$ cat src/rtl/game_sequencer.sv
// Purpose    : run/pause/game-over sequencer for the runner game; owns the scroll-tick divider,
//              score-driven speed-up, button edge detection, jump latching, score and high score.
// Latency    : button inputs act 3 clk after they rise (2-FF sync + edge flop); all outputs registered.
// Backpressure: none; the datapath consumes step/jump as single-cycle pulses.
//
// Ports:
//   clk, reset          system clock, asynchronous active-high reset
//   go, stop, jump_btn  asynchronous level buttons (start/restart, pause/resume, jump)
//   lose                collision flag from the datapath, synchronous to clk
//   init, move          datapath reinitialise / advance-enable
//   step, jump          one-cycle scroll-tick pulse and coincident jump request
//   state, cd_left      FSM state (0 IDLE,1 COUNTDOWN,2 RUN,3 PAUSE,4 OVER), countdown ticks left
//   score, high_score   ticks survived this game (saturating), best since reset
//   rate_now            current tick period in clk cycles
module game_sequencer #(
    parameter logic [27:0] BASE_RATE       = 28'd3000000,
    parameter logic [27:0] MIN_RATE        = 28'd750000,
    parameter logic [27:0] RATE_STEP       = 28'd250000,
    parameter logic [15:0] LEVEL_SCORE     = 16'd32,
    parameter logic [1:0]  COUNTDOWN_TICKS = 2'd3
) (
    input  logic        clk,
    input  logic        reset,
    input  logic        go,
    input  logic        stop,
    input  logic        jump_btn,
    input  logic        lose,
    output logic        init,
    output logic        move,
    output logic        step,
    output logic        jump,
    output logic [2:0]  state,
    output logic [1:0]  cd_left,
    output logic [15:0] score,
    output logic [15:0] high_score,
    output logic [27:0] rate_now
);

    typedef enum logic [2:0] {
        S_IDLE      = 3'd0,
        S_COUNTDOWN = 3'd1,
        S_RUN       = 3'd2,
        S_PAUSE     = 3'd3,
        S_OVER      = 3'd4
    } state_t;

    state_t      state_q;
    logic [27:0] div_cnt;
    logic        jump_latch;

    // Button synchronisers: bit 0 go, bit 1 stop, bit 2 jump_btn.
    logic [2:0] sync1, sync2, sync_d;
    logic [2:0] btn_edge;
    logic       go_edge, stop_edge, jump_edge;

    always_ff @(posedge clk or posedge reset) begin
        if (reset) begin
            sync1  <= 3'b000;
            sync2  <= 3'b000;
            sync_d <= 3'b000;
        end else begin
            sync1  <= {jump_btn, stop, go};
            sync2  <= sync1;
            sync_d <= sync2;
        end
    end

    assign btn_edge  = sync2 & ~sync_d;
    assign go_edge   = btn_edge[0];
    assign stop_edge = btn_edge[1];
    assign jump_edge = btn_edge[2];

    // Tick fires on the cycle the divider sits at zero; the reload on that
    // same edge uses the rate in force before any speed-up from this tick.
    logic        tick;
    logic [15:0] score_inc;
    logic        level_up;
    logic [27:0] rate_dec;
    logic [15:0] high_next;

    assign tick      = (div_cnt == 28'd0);
    assign score_inc = (score == 16'hFFFF) ? score : score + 16'd1;
    assign level_up  = ((score_inc & (LEVEL_SCORE - 16'd1)) == 16'd0);
    assign rate_dec  = (rate_now >= MIN_RATE + RATE_STEP) ? rate_now - RATE_STEP : MIN_RATE;
    assign high_next = (score > high_score) ? score : high_score;

    assign state = state_q;

    always_ff @(posedge clk or posedge reset) begin
        if (reset) begin
            state_q    <= S_IDLE;
            init       <= 1'b1;
            move       <= 1'b0;
            step       <= 1'b0;
            jump       <= 1'b0;
            cd_left    <= 2'd0;
            score      <= 16'd0;
            high_score <= 16'd0;
            rate_now   <= BASE_RATE;
            div_cnt    <= BASE_RATE - 28'd1;
            jump_latch <= 1'b0;
        end else begin
            step <= 1'b0;
            jump <= 1'b0;
            case (state_q)
                S_IDLE, S_OVER: begin
                    move    <= 1'b0;
                    div_cnt <= rate_now - 28'd1;
                    if (go_edge) begin
                        state_q    <= S_COUNTDOWN;
                        init       <= 1'b1;
                        cd_left    <= COUNTDOWN_TICKS;
                        score      <= 16'd0;
                        rate_now   <= BASE_RATE;
                        // The held reload value may still reflect the last game's speed.
                        div_cnt    <= BASE_RATE - 28'd1;
                        jump_latch <= 1'b0;
                    end else begin
                        init <= (state_q == S_IDLE);
                    end
                end

                S_COUNTDOWN: begin
                    init       <= 1'b1;
                    move       <= 1'b0;
                    jump_latch <= 1'b0;
                    if (tick) begin
                        div_cnt <= rate_now - 28'd1;
                        if (cd_left <= 2'd1) begin
                            state_q <= S_RUN;
                            cd_left <= 2'd0;
                            init    <= 1'b0;
                            move    <= 1'b1;
                        end else begin
                            cd_left <= cd_left - 2'd1;
                        end
                    end else begin
                        div_cnt <= div_cnt - 28'd1;
                    end
                end

                S_RUN: begin
                    init    <= 1'b0;
                    move    <= 1'b1;
                    div_cnt <= tick ? rate_now - 28'd1 : div_cnt - 28'd1;
                    if (lose) begin
                        // Collision beats any step or pause request this cycle.
                        state_q    <= S_OVER;
                        move       <= 1'b0;
                        high_score <= high_next;
                    end else begin
                        if (tick) begin
                            step       <= 1'b1;
                            jump       <= jump_latch | jump_edge;
                            jump_latch <= 1'b0;
                            score      <= score_inc;
                            if (level_up) begin
                                rate_now <= rate_dec;
                            end
                        end else if (jump_edge) begin
                            jump_latch <= 1'b1;
                        end
                        if (stop_edge) begin
                            state_q <= S_PAUSE;
                            move    <= 1'b0;
                        end
                    end
                end

                S_PAUSE: begin
                    init <= 1'b0;
                    move <= 1'b0;
                    if (go_edge) begin
                        state_q    <= S_OVER;
                        high_score <= high_next;
                    end else if (stop_edge) begin
                        state_q <= S_RUN;
                        move    <= 1'b1;
                    end
                end

                default: begin
                    state_q <= S_IDLE;
                    init    <= 1'b1;
                    move    <= 1'b0;
                    cd_left <= 2'd0;
                    div_cnt <= rate_now - 28'd1;
                end
            endcase
        end
    end

endmodule

$ cat config.mk
export PLATFORM = sky130hd
export DESIGN_NAME = game_sequencer
export DESIGN_NICKNAME = d
export VERILOG_FILES = /design/src/rtl/game_sequencer.sv
export SDC_FILE = /design/constraint.sdc
export NUM_CORES = 1
export LEC_CHECK = 0
export ABC_AREA = 1
export BUFFER_PORTS_ARGS = -buffer_cell sky130_fd_sc_hd__buf_2
export CAP_MARGIN = 20
export CORE_MARGIN = 3
export CORE_UTILIZATION = 50
export CTS_BUF_LIST = sky130_fd_sc_hd__clkbuf_8
export DETAILED_ROUTE_END_ITERATION = 6
export PLACE_DENSITY = 0.84
export SETUP_SLACK_MARGIN = 0.4
export SYNTH_ARGS = -nofsm -noshare
export SYNTH_HDL_FRONTEND = slang
export SYNTH_SLANG_ARGS = --single-unit
$ cat constraint.sdc
create_clock -name clk -period 2.9 [get_ports clk]
set_input_delay 0 -clock clk [delete_from_list [all_inputs] [get_ports clk]]
set_output_delay 0 -clock clk [all_outputs]
set_load 0.005 [all_outputs]
==> impl_results.md, run 1 <==
- Commonest register cell after synthesis: sky130_fd_sc_hd__dfrtp_1
- Die H: 127.8 µm
- Core utilization of the finished layout: 57.41%
- Gate count after technology mapping: 1098
- Relative contribution of combinational cells to total power: 54.3%
- Number of DRC markers in iteration 0: 693
- Outcome: completed
- # port buffers: 70
- Number of detailed-route iterations in the first pass: 5
- Number of antenna violations at the first check in global routing: 0
- Setup Skew: 11.47 ps
- Post-route clock period utilization: 79.41%
- TritonCTS clock tree: built
- Global-route wire length before repair: 32740 µm
- Highest clock frequency the design can meet: 0.4342 GHz
- Core footprint: 14200 µm²
- H-tree depth: 3
- Number of fill cells in the layout: 1346
- CP startpoint kind: register
- Sequential group share of total power: 33.4%
- P_int: 3.652 mW
- Tightest Pin Transition: 607.3 ps
- Maximum number of pins on one net before global-route repair: 104
- Leakage power figure: 4.141 nW
- Maximum buffer depth of the clock tree: 2
- Antenna Violating Nets Remaining: 0
- Relative slew slack: 59.36%
- Final #Nets: 1192
- Number of antenna repair diodes: 0
- Synthesized area per cell: 6.751 µm²
- Number of enable flip-flop cells after synthesis: 0
- Site row count: 43
- Worst hold path class: in -> reg
- Number of buffers created by CTS: 9
- Clk sink count: 103
- Clk_lat worst skew: 400 ps
- Critical register-to-register path startpoint: score[14]$_DFFE_PP0P_
- Startpoint-to-endpoint class of the critical path: reg -> reg
- Die footprint: 16320 µm²
- Setup repair after global routing missed its margin: false
- Master cell of the clock root buffer: sky130_fd_sc_hd__clkbuf_8
- Post-detailed-routing wire length: 19680 µm
- Remaining design rule violation count: 0
- Critical Path RT: 3170 ps
- Warning count from the yosys run: 0
- Final GP Congestion: 0.9636
- I/O pin total: 75
- Global router's overall resource usage: 24.42%
- Final setup vio count: 0
- Mean routed wirelength per cell: 14.58 µm
- Sw Ratio: 51.24%
- Hold path start: stop
- Number of endpoints with negative hold slack in the final report: 0
- Die width: 127.8 µm
- Yosys reg bits: 103
- Slew Limit Fails: 0
- Fraction of layout instances using a drive strength above 1: 15.98%
- Total standard cell area after synthesis: 7412 µm²
- Share of async-settable or async-resettable flops after synthesis: 100.0%
- Data arrival, critical path: 2580 ps
- Post-Route Setup TNS: 0 ps
- Largest fanout on the critical path: 26
- Routed vias: 7318
- Count of max-cap constraint violations: 0
- Origin of the worst setup path: score[14]$_DFFE_PP0P_
- Library cells used by synthesis: 46
- Vias in the first global route: 6568
- Layout-stage area growth over the synthesis result: 10.01%
- Proportion of synthesized chip area in sequential cells: 35.21%
- Initial cell density of the core: 52.18%
- Net switching power of the design: 3.838 mW
- Post-CTS setup repair buffer count: 0
- Detailed Place HPWL: 14590 µm
- Share of power burned in the clock network: 12.3%
- Power per cell area: 918.5 nW/µm²
- Routed via count divided by cell count: 5.421
- Min Tclk post-route: 2303 ps
- VDD IR max: 0.5614 mV
- Overflow left after global routing: 0
- Clock transition at path regs: 110 ps
- Crit end category: register
==> power groups by stage <==
stage	Sequential [mW]	Combinational, mW	Clock, mW
after floorplan	2.33	3.10	0
after CTS	2.48	3.97	0.923
after global routing	2.57	4.64	0.985
after detailed placement	2.50	3.94	0
final	2.50	4.07	0.921
after global placement	2.50	3.86	0
==> Yosys cell counts (all sizes together), types with 10 or more instances <==
cell type	n	area, µm²
dfrtp	77	1927
a21oi	42	236.5
xor2	42	367.9
nand2	317	1254
clkbuf	10	37.54
o21ai	57	289.0
buf	17	117.6
nor3	19	105.1
ha	21	262.8
inv	134	503.0
nand4	19	118.9
nand3	97	498.0
dfstp	26	683.2
nor2	189	800.8
==> cells in the final DEF (no fill, tap or decap), types with 2 or more instances in the layout <==
cell | Yosys | final
sky130_fd_sc_hd__dfrtp_1 | 77 | 77
sky130_fd_sc_hd__xor2_1 | 42 | 42
sky130_fd_sc_hd__ha_1 | 21 | 21
sky130_fd_sc_hd__clkinv_1 | 4 | 4
sky130_fd_sc_hd__nor2_1 | 168 | 168
sky130_fd_sc_hd__clkinv_4 | 0 | 2
sky130_fd_sc_hd__o21ai_1 | 23 | 22
sky130_fd_sc_hd__nor3_2 | 2 | 2
sky130_fd_sc_hd__nand2_4 | 3 | 4
sky130_fd_sc_hd__a31oi_1 | 5 | 5
sky130_fd_sc_hd__or2_2 | 2 | 2
sky130_fd_sc_hd__a21oi_4 | 2 | 2
sky130_fd_sc_hd__buf_2 | 4 | 70
sky130_fd_sc_hd__nand4_1 | 19 | 19
sky130_fd_sc_hd__nor3_1 | 17 | 17
sky130_fd_sc_hd__a22oi_1 | 2 | 2
sky130_fd_sc_hd__nor2_2 | 15 | 15
sky130_fd_sc_hd__o21ai_0 | 33 | 33
sky130_fd_sc_hd__buf_4 | 9 | 4
sky130_fd_sc_hd__dlygate4sd3_1 | 0 | 5
sky130_fd_sc_hd__nand2_2 | 10 | 9
sky130_fd_sc_hd__a21oi_1 | 39 | 39
sky130_fd_sc_hd__nor2_4 | 5 | 5
sky130_fd_sc_hd__xnor2_1 | 4 | 4
sky130_fd_sc_hd__conb_1 | 1 | 4
sky130_fd_sc_hd__nand3_1 | 96 | 96
sky130_fd_sc_hd__a31o_2 | 2 | 2
sky130_fd_sc_hd__clkbuf_8 | 0 | 11
sky130_fd_sc_hd__inv_1 | 113 | 112
sky130_fd_sc_hd__nand2_1 | 303 | 303
sky130_fd_sc_hd__dfstp_2 | 26 | 26
sky130_fd_sc_hd__inv_6 | 0 | 2
sky130_fd_sc_hd__o211ai_1 | 2 | 2
sky130_fd_sc_hd__inv_2 | 21 | 21
sky130_fd_sc_hd__o21ai_2 | 1 | 2
==> logic make-up after synthesis <==
kind of cell               synth area share, %
and+or+nand+nor                          37.88
buffers and inverters                    9.082
AOI/OAI and AO/OA                        8.795
DFF                                      35.21
xor gates and xnor gates                 5.435
adders and majority gates                3.545
other                                  0.05059
==> sequential cells by signal, indices dropped and copies added (netlist names) <==
| name | count |
|---|---|
| cd_left | 2 |
| init | 1 |
| move | 1 |
| sync2 | 3 |
| rate_now | 24 |
| step | 1 |
| sync1 | 3 |
| jump_latch | 1 |
| sync_d | 3 |
| div_cnt | 28 |
| state | 3 |
| jump | 1 |
| high_score | 16 |
| score | 16 |
==> metrics by stage <==
step | cells | cell area [µm²] | power (mW) | hold WS, ps | worst slack [ps]
6_report | 1350 | 8154 | 7.490 | 253.2 | 597.1
5_1_grt | 1350 | 8154 | 8.198 | 263.2 | 397.4
4_1_cts | 1350 | 8139 | 7.375 | 230.4 | 421.3
3_5_place_dp | 1329 | 7898 | 6.444 | 110.1 | 478.8
3_3_place_gp | 1329 | 7898 | 6.359 | 109.3 | 621.5
2_1_floorplan | 1101 | 7427 | 5.423 | 31.43 | 947.9
==> routing by layer <==
layer	GRT usage (%)	part of all wire [%]	vias up
li1	-	-	3622
met1	36.05	46	3360
met2	36.81	45	298
met3	3.542	7.1	38
met4	8.240	2.2	0
met5	0	0	-
==> path summary, 6_finish.rpt <==
path,endpoint,slack [ps],depth (start not counted)
setup / recovery,high_score[2]$_DFFE_PP0P_,600,8
hold / removal,sync1[1]$_DFF_PP0_,250,2
setup reg to reg,high_score[2]$_DFFE_PP0P_,600,8
hold reg to reg,sync2[1]$_DFF_PP0_,360,0
max in group asynchronous,div_cnt[21]$_DFFE_PP1P_,2160,4
min in group asynchronous,high_score[2]$_DFFE_PP0P_,300,4
==> critical path, stage by stage (launching register included) <==
cell                      delay, ps
sky130_fd_sc_hd__dfrtp_1        490
sky130_fd_sc_hd__ha_1           340
sky130_fd_sc_hd__nand2_1         70
sky130_fd_sc_hd__nor2_1         180
sky130_fd_sc_hd__nand4_1        240
sky130_fd_sc_hd__o21ai_2        430
sky130_fd_sc_hd__nand2_4        250
sky130_fd_sc_hd__nand2_1        110
sky130_fd_sc_hd__o21ai_1         70
==> timing repair <==
action / in CTS / in global routing
setup endpoints to repair: 0 / 16
hold buffers: 5 / 0
endpoints found under the hold margin: 83 / 0
gates resized for setup: 0 / 3
==> final cells by class <==
type	count	area, µm²	share of cell area, %
tap	180	225.2	2.762
inverter	138	521.8	6.399
clock inverter	5	40.04	0.4910
timing repair buffer	80	450.4	5.524
clock buffer	11	151.4	1.857
sequential	103	2610	32.01
multi-input combinational	833	4155	50.96
No activity file was read; power rests on OpenSTA's default activity.
==> run 2: changes to the inputs <==
--- a/config.mk
+++ b/config.mk
@@ -12,7 +12,7 @@
 export CORE_UTILIZATION = 50
 export CTS_BUF_LIST = sky130_fd_sc_hd__clkbuf_8
 export DETAILED_ROUTE_END_ITERATION = 6
-export PLACE_DENSITY = 0.84
+export PLACE_DENSITY = 0.81
 export SETUP_SLACK_MARGIN = 0.4
 export SYNTH_ARGS = -nofsm -noshare
 export SYNTH_HDL_FRONTEND = slang
==> constraint.sdc (replaced) <==
create_clock -name clk -period 2.29 [get_ports clk]
set_input_delay 0 -clock clk [delete_from_list [all_inputs] [get_ports clk]]
set_output_delay 0 -clock clk [all_outputs]
set_load 0.005 [all_outputs]
==> impl_results.md, run 2 (same netlist as run 1, synthesis figures left out) <==
- H-tree depth: 3 (unchanged)
- Worst slack on hold paths: 158.7 ps (was 253.2 ps)
- Core utilization of the finished layout: 67.57% (was 57.41%)
- Cell family with most CP delay: simple AND/OR/NAND/NOR gates (unchanged)
- Leakage power figure: 4.814 nW (was 4.141 nW)
- Global-route wire length before repair: 35750 µm (was 32740 µm)
- Vias in the first global route: 7304 (was 6568)
- Number of endpoints with negative hold slack in the final report: 0 (unchanged)
- Setup Skew: 18.09 ps (was 11.47 ps)
- # port buffers: 70 (unchanged)
- Maximum number of pins on one net before global-route repair: 84 (was 104)
- Initial cell density of the core: 52.18% (unchanged)
- Worst path bufs/invs: 2 (was 0)
- Number of antenna repair diodes: 0 (unchanged)
- Maximum buffer depth of the clock tree: 2 (unchanged)
- Count of max-cap constraint violations: 0 (unchanged)
- Overflow left after global routing: 0 (unchanged)
- CP startpoint kind: register (unchanged)
- Number of DRC markers in iteration 0: 1231 (was 693)
- Outcome: finished with violations (was completed)
- Origin of the worst setup path: score[8]$_DFFE_PP0P_ (was score[14]$_DFFE_PP0P_)
- Largest fanout on the critical path: 8 (was 26)
- Routed vias: 8495 (was 7318)
- Cell chain of the critical path: ha_1 > nand2_1 > inv_1 > nand4_1 > nor4_4 > nor2_4 > nand2_4 > buf_6 > nand2_1 > o21ai_1 (was ha_1 > nand2_1 > nor2_1 > nand4_1 > o21ai_2 > nand2_4 > nand2_1 > o21ai_1)
- Most common cell type on the critical path: sky130_fd_sc_hd__nand2_1 (unchanged)
- Clk sink count: 103 (unchanged)
- Regs by FF count: div_cnt (28), rate_now (24) (unchanged)
- Power per cell area: 1252 nW/µm² (was 918.5 nW/µm²)
- Post-route clock period utilization: 95.21% (was 79.41%)
- TritonCTS clock tree: built (unchanged)
- Worst hold path class: in -> async (was in -> reg)
- Antenna Violating Nets Remaining: 0 (unchanged)
- Site row count: 43 (unchanged)
- Largest stage delay, worst path: 490 ps (about the same)
- Final GP Congestion: 0.9648 (was 0.9636)
- Mean routed wirelength per cell: 17.83 µm (was 14.58 µm)
- Core footprint: 14200 µm² (unchanged)
- I/O pin total: 75 (unchanged)
- Number of detailed-route iterations in the first pass: 7 (was 5)
- Detailed Place HPWL: 15110 µm (was 14590 µm)
- Post-detailed-routing wire length: 25760 µm (was 19680 µm)
- Clk_lat worst skew: 410 ps (was 400 ps)
- Post-Route Setup TNS: 0 ps (unchanged)
- Master cell of the clock root buffer: sky130_fd_sc_hd__clkbuf_8 (unchanged)
- Die H: 127.8 µm (unchanged)
- Number of antenna violations at the first check in global routing: 0 (unchanged)
- Register with the most flip-flops: div_cnt (unchanged)
- Final setup vio count: 0 (unchanged)
- Data arrival, critical path: 2520 ps (was 2580 ps)
- Global router's overall resource usage: 26.81% (was 24.42%)
- Highest clock frequency the design can meet: 0.4587 GHz (was 0.4342 GHz)
- Setup repair after global routing missed its margin: true (was false)
- Startpoint-to-endpoint class of the critical path: reg -> reg (unchanged)
- Commonest cells after routing, fill and taps aside: sky130_fd_sc_hd__nand2_1 (283), sky130_fd_sc_hd__nor2_1 (143), sky130_fd_sc_hd__inv_1 (107), sky130_fd_sc_hd__nand3_1 (85), sky130_fd_sc_hd__buf_4 (75) (was sky130_fd_sc_hd__nand2_1 (303), sky130_fd_sc_hd__nor2_1 (168), sky130_fd_sc_hd__inv_1 (112), sky130_fd_sc_hd__nand3_1 (96), sky130_fd_sc_hd__dfrtp_1 (77))
- Slowest library cell on the worst path: sky130_fd_sc_hd__dfrtp_2 (was sky130_fd_sc_hd__dfrtp_1)
- Most frequent standard cell in the layout excluding fill and tap cells: sky130_fd_sc_hd__nand2_1 (unchanged)
- Slew Limit Fails: 0 (unchanged)
- Number of buffers created by CTS: 9 (unchanged)
- Fraction of layout instances using a drive strength above 1: 29.88% (was 15.98%)
- Routed via count divided by cell count: 5.879 (was 5.421)
- Remaining design rule violation count: 38 (was 0)
- VDD IR max: 0.8772 mV (was 0.5614 mV)
- Die width: 127.8 µm (unchanged)
- Final #Nets: 1287 (was 1192)
- Critical Path RT: 2630 ps (was 3170 ps)
- Flip-flop count of the largest register, all copies and words added: 28 (unchanged)
- Die footprint: 16320 µm² (unchanged)
- Clock transition at path regs: 120 ps (was 110 ps)
- Critical register-to-register path startpoint: score[8]$_DFFE_PP0P_ (was score[14]$_DFFE_PP0P_)
- Crit end category: register (unchanged)
- Layout-stage area growth over the synthesis result: 29.47% (was 10.01%)
- Failing checks: DRC
- Min Tclk post-route: 2180 ps (was 2303 ps)
==> run 2: changes by cell type in the layout (fill, tap and decap cells not counted), sizes merged <==
cell	change
clkinv	-1
nand2	+4
clkbuf	+1
buf	+89
inv	+2
==> run 2: power by group <==
part           total [mW]  switching (mW)  internal [mW]
Sequential           3.22           0.734           2.48
Combinational        7.61            4.69           2.91
Clock                1.19           0.733          0.454
Total                12.0            6.16           5.85
==> run 2: cell type report <==
| cell class | count | area, µm² |
|---|---|---|
| multi-input cells | 837 | 4676 |
| fillers | 1079 | 4607 |
| flip-flops and latches | 103 | 2628 |
| repair buffers | 171 | 1331 |
| inverters | 138 | 536.8 |
| well taps | 180 | 225.2 |
| clock buffers | 10 | 137.6 |
| clock inverters | 6 | 62.56 |
==> run 2: worst paths after layout <==
| path | to | slack (ps) | cells after the start |
|---|---|---|---|
| max reg2reg | high_score[6]$_DFFE_PP0P_ | 110 | 10 |
| min in group clk | sync1[2]$_DFF_PP0_ | 230 | 2 |
| min reg2reg | sync2[0]$_DFF_PP0_ | 360 | 0 |
| min | state[0]$_DFFE_PP0P_ | 160 | 3 |
| max | high_score[6]$_DFFE_PP0P_ | 110 | 10 |
| max in group asynchronous | rate_now[19]$_DFFE_PP1P_ | 1320 | 4 |
==> run 2: tightest hold or removal path, delay by kind of cell <==
family	cells	cell delay, ps
buffers and inverters	3	1010
==> run 2: layer usage <==
layer,vias up,global-route usage [%],wire [µm],share of wire (%)
li1,3815,-,-,-
met1,3891,37.77,9913,38
met2,617,41.65,11580,45
met3,172,4.875,2704,10
met4,0,9.238,1562,6.1
met5,-,0,0,0
==> run 2: repair_timing <==
action                     in CTS  in global routing
pin swaps                      14                 43
setup endpoints to repair      64                 83
hold endpoints to repair       29                  0
resized for setup              40                108
cloned                          3                  4
hold buffers                    5                  0
buffers inserted               31                 37
==> run 2: metrics by stage <==
stage | std cells | worst slack [ps] | instance area [µm²] | total power [mW]
after floorplan | 1101 | 411.9 | 7442 | 6.908
after global placement | 1349 | 89.59 | 8075 | 8.333
after detailed placement | 1349 | 60.52 | 8075 | 8.461
after CTS | 1404 | 278.9 | 8822 | 10.47
after global routing | 1445 | 87.34 | 9597 | 12.66
final | 1445 | 109.7 | 9597 | 12.01
==> run 3: changes to the inputs <==
--- a/config.mk
+++ b/config.mk
@@ -12,7 +12,7 @@
 export CORE_UTILIZATION = 50
 export CTS_BUF_LIST = sky130_fd_sc_hd__clkbuf_8
 export DETAILED_ROUTE_END_ITERATION = 6
-export PLACE_DENSITY = 0.81
+export PLACE_DENSITY = 0.74
 export SETUP_SLACK_MARGIN = 0.4
 export SYNTH_ARGS = -nofsm -noshare
 export SYNTH_HDL_FRONTEND = slang
==> impl_results.md, run 3 (same netlist as run 1, synthesis figures left out) <==
- Global router's overall resource usage: 27.20% (was 26.81%)
- Critical Path RT: 2630 ps (about the same)
- Slowest library cell on the worst path: sky130_fd_sc_hd__dfrtp_1 (was sky130_fd_sc_hd__dfrtp_2)
- Number of endpoints with negative hold slack in the final report: 0 (unchanged)
- Slew Limit Fails: 0 (unchanged)
- Crit end category: register (unchanged)
- Maximum number of pins on one net before global-route repair: 104 (was 84)
- Clk sink count: 103 (unchanged)
- Final GP Congestion: 0.9185 (was 0.9648)
- Count of max-cap constraint violations: 0 (unchanged)
- Flip-flop count of the largest register, all copies and words added: 28 (unchanged)
- Outcome: finished with violations (unchanged)
- Most common cell type on the critical path: sky130_fd_sc_hd__nand2_1 (unchanged)
- Area occupied by registers: 2625 µm² (was 2628 µm²)
- Power per cell area: 1229 nW/µm² (was 1252 nW/µm²)
- Leakage power figure: 4.789 nW (was 4.814 nW)
- DP Worst Slack: 49.77 ps (was 60.52 ps)
- Core footprint: 14200 µm² (unchanged)
- Cell chain of the critical path: inv_1 > ha_1 > nand2_1 > nor2_2 > nand4_1 > buf_4 > nor4_4 > nor2_4 > nand2_4 > clkbuf_16 > nand2_1 > o21ai_1 (was ha_1 > nand2_1 > inv_1 > nand4_1 > nor4_4 > nor2_4 > nand2_4 > buf_6 > nand2_1 > o21ai_1)
- Setup repair after global routing missed its margin: true (unchanged)
- Post-detailed-routing wire length: 23640 µm (was 25760 µm)
- Vias in the first global route: 7134 (was 7304)
- Layout-stage area growth over the synthesis result: 28.22% (was 29.47%)
- Most frequent standard cell in the layout excluding fill and tap cells: sky130_fd_sc_hd__nand2_1 (unchanged)
- Number of detailed-route iterations in the first pass: 7 (unchanged)
- H-tree depth: 3 (unchanged)
- Die width: 127.8 µm (unchanged)
- Die footprint: 16320 µm² (unchanged)
- Global-route wire length before repair: 36200 µm (was 35750 µm)
- Remaining design rule violation count: 4 (was 38)
- Relative slew slack: 62.12%
- Detailed Place HPWL: 15030 µm (was 15110 µm)
- Startpoint-to-endpoint class of the critical path: reg -> reg (unchanged)
- Worst hold path class: in -> reg (was in -> async)
- Regs by FF count: div_cnt (28), rate_now (24) (unchanged)
- Setup Skew: 14.67 ps (was 18.09 ps)
- Failing checks: DRC (unchanged)
- Combined area of the multi-input logic cells: 4623 µm² (was 4676 µm²)
- Data arrival, critical path: 2360 ps (was 2520 ps)
- Number of antenna violations at the first check in global routing: 0 (unchanged)
- Final #Nets: 1282 (was 1287)
- VDD IR max: 0.6792 mV (was 0.8772 mV)
- Master cell of the clock root buffer: sky130_fd_sc_hd__clkbuf_8 (unchanged)
- Post-Route Setup TNS: 0 ps (unchanged)
- Min Tclk post-route: 2019 ps (was 2180 ps)
- Clk_lat worst skew: 410 ps (about the same)
- # port buffers: 70 (unchanged)
- Worst path bufs/invs: 3 (was 2)
- Number of fill cells in the layout: 1172 (was 1079)
- Number of buffers created by CTS: 9 (unchanged)
- Fraction of layout instances using a drive strength above 1: 29.21% (was 29.88%)
- Final setup vio count: 0 (unchanged)
- Clock transition at path regs: 120 ps (about the same)
- I/O pin total: 75 (unchanged)
- Post-route clock period utilization: 88.17% (was 95.21%)
- Largest stage delay, worst path: 390 ps (was 490 ps)
- Worst slack on hold paths: 216.3 ps (was 158.7 ps)
- Worst path setup slack after routing: 270.9 ps (was 109.7 ps)
- Number of antenna repair diodes: 0 (unchanged)
- Site row count: 43 (unchanged)
- Maximum buffer depth of the clock tree: 2 (unchanged)
- Antenna Violating Nets Remaining: 0 (unchanged)
- Mean routed wirelength per cell: 16.42 µm (was 17.83 µm)
- Core utilization of the finished layout: 66.91% (was 67.57%)
- Commonest cells after routing, fill and taps aside: sky130_fd_sc_hd__nand2_1 (282), sky130_fd_sc_hd__nor2_1 (138), sky130_fd_sc_hd__inv_1 (109), sky130_fd_sc_hd__nand3_1 (89), sky130_fd_sc_hd__buf_4 (74) (was sky130_fd_sc_hd__nand2_1 (283), sky130_fd_sc_hd__nor2_1 (143), sky130_fd_sc_hd__inv_1 (107), sky130_fd_sc_hd__nand3_1 (85), sky130_fd_sc_hd__buf_4 (75))
- Number of DRC markers in iteration 0: 937 (was 1231)
- Initial cell density of the core: 52.18% (unchanged)
- Largest fanout on the critical path: 6 (was 8)
- Tightest Pin Transition: 568.2 ps
- CP startpoint kind: register (unchanged)
- Routed vias: 8091 (was 8495)
- Highest clock frequency the design can meet: 0.4953 GHz (was 0.4587 GHz)
- Routed via count divided by cell count: 5.619 (was 5.879)
- Number of standard cells in the final layout excluding fillers: 1440 (was 1445)
- Cell family with most CP delay: simple AND/OR/NAND/NOR gates (unchanged)
- Overflow left after global routing: 0 (unchanged)
- Placed cell count: 1353 (was 1349)
- Die H: 127.8 µm (unchanged)
- Register with the most flip-flops: div_cnt (unchanged)
- TritonCTS clock tree: built (unchanged)
==> run 3: cell count changes in the layout (fill, tap and decap cells not counted), moves of 3 or more <==
| cell | previous run | this run |
|---|---|---|
| sky130_fd_sc_hd__nand3_1 | 85 | 89 |
| sky130_fd_sc_hd__nand2_4 | 9 | 13 |
| sky130_fd_sc_hd__o21ai_1 | 22 | 17 |
| sky130_fd_sc_hd__nor2_2 | 29 | 33 |
| sky130_fd_sc_hd__nor2_1 | 143 | 138 |
| sky130_fd_sc_hd__nand2_2 | 23 | 20 |
| sky130_fd_sc_hd__nand3_2 | 10 | 7 |
| sky130_fd_sc_hd__o21ai_0 | 29 | 32 |
==> run 3: worst paths after layout <==
check | cells past startpoint | slack [ps] | end | from
max in group asynchronous | 4 | 1540 | rate_now[13]$_DFFE_PP0P_ | reset
worst min-delay path | 2 | 220 | sync1[2]$_DFF_PP0_ | jump_btn
worst min register to register | 0 | 370 | sync2[1]$_DFF_PP0_ | sync1[1]$_DFF_PP0_
worst max register to register | 12 | 270 | high_score[11]$_DFFE_PP0P_ | high_score[14]$_DFFE_PP0P_
min in group asynchronous | 4 | 280 | sync1[0]$_DFF_PP0_ | reset
worst max-delay path | 12 | 270 | high_score[11]$_DFFE_PP0P_ | high_score[14]$_DFFE_PP0P_
==> run 3: where the power goes <==
part / internal [mW] / total [mW] / switching [mW]
clock: 0.521 / 1.26 / 0.737
combinational: 2.86 / 7.27 / 4.41
sequential: 2.48 / 3.15 / 0.669
total: 5.86 / 11.7 / 5.81
==> run 3: per-stage QoR <==
| stage | cell area [µm²] | power [mW] |
|---|---|---|
| 2_1_floorplan | 7442 | 6.908 |
| 3_3_place_gp | 8105 | 8.428 |
| 3_5_place_dp | 8105 | 8.507 |
| 4_1_cts | 8827 | 10.57 |
| 5_1_grt | 9504 | 12.49 |
| 6_report | 9504 | 11.68 |
==> run 3: what timing repair did <==
| item | in CTS | in global routing |
|---|---|---|
| setup endpoints to repair | 59 | 85 |
| gates resized for setup | 32 | 109 |
| gates cloned | 4 | 1 |
| hold endpoints to repair | 85 | 0 |
| pin swaps | 13 | 34 |
| hold buffers | 5 | 0 |
| setup buffers | 30 | 31 |
==> run 3: final cells by class <==
cell class,instances,area share [%]
tap,180,2.370
timing repair buffer,168,13.57
inverter,138,5.595
clock buffer,9,1.303
sequential,103,27.62
clock inverter,7,0.8952
multi-input combinational,835,48.64
==> run 3: routing by layer <==
metal	vias to the layer above	share of wire, %	global-route usage (%)
met2	464	45	41.44
li1	3801	-	-
met3	81	9.9	4.583
met5	-	0	0
met4	0	3.2	8.614
met1	3745	41	39.62
==> run 3: worst register-to-register path, delay by kind of cell (launching register included) <==
| family | cells | cell delay [ps] |
|---|---|---|
| DFF | 1 | 390 |
| AOI/OAI and AO/OA | 1 | 70 |
| adders and majority gates | 1 | 270 |
| buffers and inverters | 3 | 420 |
| and+or+nand+nor | 7 | 810 |
